[config.mk]
export PLATFORM = sky130hd
export DESIGN_NAME = hazard_controller
export DESIGN_NICKNAME = d
export VERILOG_FILES = /design/src/rtl/hazard_pkg.sv /design/src/rtl/sat_counter.sv /design/src/rtl/hazard_controller.sv
export SDC_FILE = /design/constraint.sdc
export NUM_CORES = 1
export LEC_CHECK = 0
export CORE_MARGIN = 5
export CORE_UTILIZATION = 45
export CTS_BUF_LIST = sky130_fd_sc_hd__clkbuf_2
export CTS_CLUSTER_DIAMETER = 30
export DETAILED_ROUTE_END_ITERATION = 10
export GPL_ROUTABILITY_DRIVEN = 0
export PLACE_DENSITY = 0.82
export SKIP_LAST_GASP = 1
export SLEW_MARGIN = 20
export SYNTH_ARGS = -nofsm -noshare
export SYNTH_HDL_FRONTEND = slang
export SYNTH_SLANG_ARGS = --single-unit
[constraint.sdc]
create_clock -name Clk -period 5.8 [get_ports Clk]
set_clock_uncertainty 0.2 [all_clocks]
set_input_delay 1.16 -clock Clk [delete_from_list [all_inputs] [get_ports Clk]]
set_output_delay 1.16 -clock Clk [all_outputs]
set_load 0.02 [all_outputs]
[src/rtl/hazard_pkg.sv]
// Shared types and constants for the ID/EX hazard controller.
package hazard_pkg;

  typedef enum logic {
    RUN      = 1'b0,
    MUL_BUSY = 1'b1
  } hc_state_t;

  localparam int MUL_LAT_MIN = 1;
  localparam int MUL_LAT_MAX = 8;
  localparam int CNT_W_DEF   = 16;

  localparam logic [4:0] REG_ZERO = 5'd0;

endpackage

[src/rtl/sat_counter.sv]
// Saturating event counter with synchronous clear taking priority over increment.
module sat_counter #(
  parameter int CNT_W = 16
) (
  input  logic             clk,
  input  logic             rst,
  input  logic             inc,
  input  logic             clr,
  output logic [CNT_W-1:0] cnt
);

  always_ff @(posedge clk or posedge rst) begin
    if (rst) begin
      cnt <= '0;
    end else if (clr) begin
      cnt <= '0;
    end else if (inc && !(&cnt)) begin
      cnt <= cnt + 1'b1;
    end
  end

endmodule

[src/rtl/hazard_controller.sv]
// Stall/bubble/flush sequencing for the 5-stage pipeline: load-use stalls,
// taken-branch flushes and multi-cycle multiply holds, plus perf counters.
module hazard_controller
  import hazard_pkg::*;
#(
  parameter int MUL_LATENCY = 4,
  parameter int CNT_W       = CNT_W_DEF
) (
  input  logic             Clk,
  input  logic             Reset,
  input  logic [4:0]       rs_IF_ID,
  input  logic [4:0]       rt_IF_ID,
  input  logic             UsesRt_IF_ID,
  input  logic [4:0]       rt_ID_EX,
  input  logic             MemRead_ID_EX,
  input  logic             MulStart_ID_EX,
  input  logic             BranchTaken,
  input  logic             CntClear,
  output logic             PCWrite,
  output logic             IF_ID_Write,
  output logic             IF_ID_Flush,
  output logic             ID_EX_Bubble,
  output logic             EX_Hold,
  output logic             MulBusy,
  output logic [CNT_W-1:0] StallCycles,
  output logic [CNT_W-1:0] FlushCount
);

  // Out-of-range latencies are clamped into the supported window.
  localparam int LAT = (MUL_LATENCY < MUL_LAT_MIN) ? MUL_LAT_MIN :
                       (MUL_LATENCY > MUL_LAT_MAX) ? MUL_LAT_MAX : MUL_LATENCY;
  localparam bit       MUL_MULTI = (LAT > 1);
  localparam logic [2:0] MCNT_INIT = MUL_MULTI ? 3'(LAT - 2) : 3'd0;

  hc_state_t  state_q, state_d;
  logic [2:0] mcnt_q, mcnt_d;

  logic lu, ms, h_busy, br;
  logic pc_write, if_id_write, if_id_flush, id_ex_bubble, ex_hold;

  assign lu = MemRead_ID_EX && (rt_ID_EX != REG_ZERO) &&
              ((rt_ID_EX == rs_IF_ID) || (UsesRt_IF_ID && (rt_ID_EX == rt_IF_ID)));
  assign ms     = (state_q == RUN) && MulStart_ID_EX && MUL_MULTI;
  assign h_busy = (state_q == MUL_BUSY) && (mcnt_q != 3'd0);
  assign br     = BranchTaken && (state_q == RUN) && !ms;

  always_ff @(posedge Clk or posedge Reset) begin
    if (Reset) begin
      state_q <= RUN;
      mcnt_q  <= 3'd0;
    end else begin
      state_q <= state_d;
      mcnt_q  <= mcnt_d;
    end
  end

  always_comb begin
    state_d = state_q;
    mcnt_d  = mcnt_q;
    unique case (state_q)
      RUN: begin
        if (ms) begin
          state_d = MUL_BUSY;
          mcnt_d  = MCNT_INIT;
        end
      end
      MUL_BUSY: begin
        if (mcnt_q != 3'd0) mcnt_d = mcnt_q - 3'd1;
        else                state_d = RUN;
      end
      default: state_d = RUN;
    endcase
  end

  // Output priority: branch flush, multiply hold, load-use stall, normal flow.
  always_comb begin
    pc_write     = 1'b1;
    if_id_write  = 1'b1;
    if_id_flush  = 1'b0;
    id_ex_bubble = 1'b0;
    ex_hold      = 1'b0;
    if (Reset) begin
      pc_write     = 1'b0;
      if_id_write  = 1'b0;
      if_id_flush  = 1'b1;
      id_ex_bubble = 1'b1;
    end else if (br) begin
      if_id_flush  = 1'b1;
      id_ex_bubble = 1'b1;
    end else if (ms || h_busy) begin
      ex_hold      = 1'b1;
      pc_write     = 1'b0;
      if_id_write  = 1'b0;
    end else if (lu) begin
      pc_write     = 1'b0;
      if_id_write  = 1'b0;
      id_ex_bubble = 1'b1;
    end
  end

  assign PCWrite      = pc_write;
  assign IF_ID_Write  = if_id_write;
  assign IF_ID_Flush  = if_id_flush;
  assign ID_EX_Bubble = id_ex_bubble;
  assign EX_Hold      = ex_hold;
  assign MulBusy      = (state_q == MUL_BUSY) && !Reset;

  sat_counter #(.CNT_W(CNT_W)) u_stall_cnt (
    .clk (Clk),
    .rst (Reset),
    .inc (!pc_write),
    .clr (CntClear),
    .cnt (StallCycles)
  );

  sat_counter #(.CNT_W(CNT_W)) u_flush_cnt (
    .clk (Clk),
    .rst (Reset),
    .inc (if_id_flush),
    .clr (CntClear),
    .cnt (FlushCount)
  );

endmodule

==> impl_metrics.prom <==
# TYPE chip_impl_metric gauge
chip_impl_metric{name="die_width",unit="µm"} 77.6
chip_impl_info{name="cpMaxStageDelayCell",value="sky130_fd_sc_hd__clkdlybuf4s50_1"} 1
chip_impl_metric{name="max_slew.worst_pin.slew",unit="ns"} 0.576
chip_impl_info{name="critical_path.startpoint_type",value="input port"} 1
chip_impl_metric{name="leakage",unit="µW"} 0.00106
chip_impl_metric{name="rows",unit=""} 24
chip_impl_info{name="critical_path.reg2reg.endpoint",value="u_stall_cnt.cnt[9]$_DFFE_PP0P_"} 1
chip_impl_metric{name="cts.hold.buffers_added",unit=""} 0
chip_impl_metric{name="worst-endpoint-required",unit="ns"} 4.44
chip_impl_metric{name="insertedDiodeCount",unit=""} 0
chip_impl_metric{name="nets",unit=""} 310
chip_impl_metric{name="groute.layer.met3.usage",unit="%"} 3.59
chip_impl_metric{name="global_route.overflow_total",unit=""} 0
chip_impl_metric{name="die_area",unit="µm²"} 6030
chip_impl_metric{name="globalRouteMet1Util",unit="%"} 21.7
chip_impl_metric{name="post-route-worst-setup-slack",unit="ns"} 1.12
chip_impl_metric{name="crit_arrival",unit="ns"} 3.32
chip_impl_metric{name="layout_area_overhead",unit="%"} 31.1
chip_impl_metric{name="grt_util_all_layers",unit="%"} 16.7
chip_impl_metric{name="grt_first_pass_wirelength",unit="mm"} 8.32
chip_impl_metric{name="final_area",unit="µm²"} 2700
chip_impl_metric{name="wl_per_cell",unit="µm"} 14.5
chip_impl_metric{name="worst-r2r-setup-slack",unit="ns"} 3.32
chip_impl_info{name="clock_tree.root_cell",value="sky130_fd_sc_hd__clkbuf_2"} 1
chip_impl_metric{name="drt_wl_total",unit="mm"} 4.87
chip_impl_metric{name="synthesized_instance_count",unit=""} 225
chip_impl_info{name="clock_tree_from_tritoncts",value="done"} 1
chip_impl_metric{name="gr-usage-met2",unit="%"} 27.1
chip_impl_info{name="worst_setup_path_end_kind",value="output port"} 1
chip_impl_info{name="hold_path_startpoint",value="mcnt_q[0]$_DFFE_PP0P_"} 1
chip_impl_metric{name="cp_max_fo",unit=""} 3
chip_impl_metric{name="worst_skew_pair.late_latency",unit="ns"} 0.40
chip_impl_metric{name="hold-worst-slack",unit="ns"} 0.278
chip_impl_info{name="reg2reg_from",value="mcnt_q[0]$_DFFE_PP0P_"} 1
chip_impl_metric{name="grt_start_max_net_pins",unit=""} 33
chip_impl_info{name="holdCritPathClass",value="reg2reg"} 1
chip_impl_info{name="top_usage_layer",value="met2"} 1
chip_impl_metric{name="core_region_area",unit="µm²"} 4380
chip_impl_metric{name="synth-seq-cells",unit=""} 36
chip_impl_metric{name="highest_clock_rate",unit="GHz"} 0.214
chip_impl_info{name="worst_hold_path.endpoint",value="mcnt_q[0]$_DFFE_PP0P_"} 1
chip_impl_metric{name="number_of_primary_i_o_pins",unit=""} 60
chip_impl_info{name="layout.cells.most_common",value="sky130_fd_sc_hd__clkdlybuf4s50_1"} 1
chip_impl_metric{name="maxSlewViolCount",unit=""} 0
chip_impl_metric{name="die_h",unit="µm"} 77.6
chip_impl_metric{name="share_of_the_yosys_chip_area_belonging_to_registers",unit="%"} 43.8
chip_impl_metric{name="dpl-instance-area",unit="µm²"} 2660
chip_impl_metric{name="cts_buffers",unit=""} 5
chip_impl_info{name="mostFrequentLayoutCells",value="58 x sky130_fd_sc_hd__clkdlybuf4s50_1, 36 x sky130_fd_sc_hd__dfrtp_1, 27 x sky130_fd_sc_hd__nor2_1"} 1
chip_impl_metric{name="r2r.worst_path.cells",unit=""} 9
chip_impl_metric{name="yosys_warnings",unit=""} 0
chip_impl_metric{name="finalWorstPathRequiredPeriod",unit="ns"} 4.68
chip_impl_metric{name="cts_num_sinks",unit=""} 36
chip_impl_info{name="critPathMostFrequentCell",value="sky130_fd_sc_hd__clkdlybuf4s50_1"} 1
chip_impl_metric{name="dpl_worst_slack",unit="ns"} 1.11
chip_impl_metric{name="timing.final.hold_violations",unit=""} 0
chip_impl_metric{name="postSynthAreaPerCell",unit="µm²"} 9.15
chip_impl_metric{name="clk_pin_slew",unit="ns"} 0.18
chip_impl_metric{name="netlist_area",unit="µm²"} 2060
chip_impl_metric{name="finalSetupViolations",unit=""} 0
chip_impl_metric{name="post_detailed_route_drc_marker_count",unit=""} 0
chip_impl_info{name="cp_cell_sequence",value="clkdlybuf4s50_1, or4_1, o21ai_2, or2b_1, a21oi_1, nor2_1, clkdlybuf4s50_1"} 1
chip_impl_metric{name="max_cap_violations",unit=""} 0
chip_impl_metric{name="cts_max_level",unit=""} 2
chip_impl_info{name="run_status",value="finished, final reports clean"} 1
chip_impl_metric{name="cts-root-to-sink-buffers",unit=""} 2
chip_impl_metric{name="hold-path-cell-count",unit=""} 1
chip_impl_metric{name="post-cts-setup-buffers",unit=""} 0
chip_impl_metric{name="buffer_ports.inserted",unit=""} 59
chip_impl_metric{name="drtIter0Drc",unit=""} 109
chip_impl_metric{name="max-slew-margin-rel",unit="%"} 61.6
chip_impl_metric{name="final_layout_size_suffix_gt1_share",unit="%"} 6.67
chip_impl_metric{name="yosysUniqueCellTypes",unit=""} 38
chip_impl_metric{name="grt_pass1_vias",unit=""} 1834
chip_impl_metric{name="hpwl",unit="mm"} 3.63
chip_impl_metric{name="worst_path_largest_cell_delay",unit="ns"} 0.63
chip_impl_metric{name="syn_nets",unit=""} 251
chip_impl_metric{name="power.density_cell_area",unit="nW/µm²"} 224
chip_impl_metric{name="antenna_violating_nets_post_route",unit=""} 0
chip_impl_info{name="grt_setup_unrepaired",value="no"} 1
chip_impl_metric{name="initial_utilization",unit="%"} 46.9
chip_impl_metric{name="via_count",unit=""} 1814
chip_impl_metric{name="antenna_found_initial",unit=""} 0
chip_impl_info{name="timing.setup.critical_path_class",value="in2out"} 1
chip_impl_metric{name="finalSetupTns",unit="ns"} 0
chip_impl_metric{name="vias_per_cell",unit=""} 5.38
chip_impl_metric{name="detailedRoute.firstPassIterationCount",unit=""} 4
chip_impl_metric{name="crit_share_post_route",unit="%"} 80.6
chip_impl_metric{name="peakVddDrop",unit="V"} 0.000173
chip_impl_metric{name="post_cts.resized_instances",unit=""} 0
chip_impl_metric{name="final_standard_cell_utilization_of_the_core",unit="%"} 61.5
[routing by layer]
metal	share of wire, %	vias to the layer above
met5	0	-
met4	1.6	0
met3	4.8	8
met2	48	46
met1	45	853
li1	-	907
[state kept, by name, indices dropped and copies added (netlist names)]
| name | count |
|---|---|
| mcnt_q | 3 |
| state_q | 1 |
| u_stall_cnt.cnt | 16 |
| u_flush_cnt.cnt | 16 |
[metrics by stage]
stage	total power, µW	instances
final	604	337
after global routing	647	337
after CTS	609	337
after detailed placement	499	329
after global placement	493	329
after floorplan	433	225
[logic make-up (layout without fill, tap and decap cells)]
kind of cell,count (synthesis),in the layout,synth area share (%)
adders and majority gates,4,4,2.43
buffers and inverters,16,76,4.26
muxes,1,1,0.486
AOI/OAI and AO/OA,45,45,13.7
xor gates and xnor gates,24,24,10.2
and+or+nand+nor,99,99,25.2
DFF,36,36,43.8
[critical path, delay by kind of cell]
kind | cells | cell delay (ns)
AOI/OAI and AO/OA | 2 | 0.22
buffers and inverters | 2 | 1.09
and+or+nand+nor | 3 | 0.84
[worst max-delay path by stage]
stage	start	to	slack (ns)	cells after the start
6_report	rt_ID_EX[1]	IF_ID_Write	1.12	7
4_1_cts	rt_ID_EX[1]	IF_ID_Write	1.11	7
5_1_grt	rt_ID_EX[1]	IF_ID_Write	1.03	7
3_5_place_dp	rt_ID_EX[1]	IF_ID_Write	1.11	7
3_3_place_gp	rt_ID_EX[1]	PCWrite	1.14	7
2_1_floorplan	rt_ID_EX[1]	PCWrite	1.87	6
[cell type report]
type / count / area (µm²)
clock buffer: 5 / 25.0
sequential: 36 / 901
timing repair buffer: 60 / 593
inverter: 8 / 30.0
fill: 394 / 1690
clock inverter: 3 / 13.8
multi-input combinational: 173 / 1070
tap: 52 / 65.1
[cell usage after synthesis]
cell type                  number  area share, %
sky130_fd_sc_hd__nor3_4         1           0.79
sky130_fd_sc_hd__a22oi_1        1           0.36
sky130_fd_sc_hd__nand2_1       19            3.5
sky130_fd_sc_hd__a211oi_2       1           0.61
sky130_fd_sc_hd__ha_1           4            2.4
sky130_fd_sc_hd__or2_2          3           0.91
sky130_fd_sc_hd__or3_1         12            3.6
sky130_fd_sc_hd__o31ai_4        1            1.0
sky130_fd_sc_hd__buf_4          1           0.36
sky130_fd_sc_hd__a21oi_1       19            4.6
sky130_fd_sc_hd__buf_2          1           0.24
sky130_fd_sc_hd__and4_1         2           0.85
sky130_fd_sc_hd__a21boi_0       1           0.36
sky130_fd_sc_hd__mux2i_1        1           0.49
sky130_fd_sc_hd__and2_4         1           0.43
sky130_fd_sc_hd__a21o_1         1           0.36
sky130_fd_sc_hd__nor2b_1        2           0.61
sky130_fd_sc_hd__nor3b_1        1           0.36
sky130_fd_sc_hd__and3_1         3           0.91
sky130_fd_sc_hd__o31ai_1        4            1.5
sky130_fd_sc_hd__xnor2_1       16            6.8
sky130_fd_sc_hd__nor2_1        27            4.9
sky130_fd_sc_hd__nand3_1       14            3.4
sky130_fd_sc_hd__clkbuf_1       3           0.55
sky130_fd_sc_hd__o21bai_1       1           0.36
sky130_fd_sc_hd__nor3_1         1           0.24
sky130_fd_sc_hd__o21ai_2        2           0.85
sky130_fd_sc_hd__inv_1          8            1.5
sky130_fd_sc_hd__nand4_1        6            1.8
sky130_fd_sc_hd__nand4_2        1           0.61
sky130_fd_sc_hd__a22o_1         1           0.43
sky130_fd_sc_hd__xor2_1         8            3.4
sky130_fd_sc_hd__or2b_1         1           0.36
sky130_fd_sc_hd__or4_1          5            1.8
sky130_fd_sc_hd__o22ai_1        1           0.30
sky130_fd_sc_hd__o21ai_0       12            2.9
sky130_fd_sc_hd__dfrtp_1       36             44
sky130_fd_sc_hd__buf_6          3            1.6
[power by group]
group,switching (µW),internal [µW]
Clock,84.8,27.0
Combinational,106,92.5
Sequential,19.8,274
Total,211,393
Power figures use the tool's default switching activity.
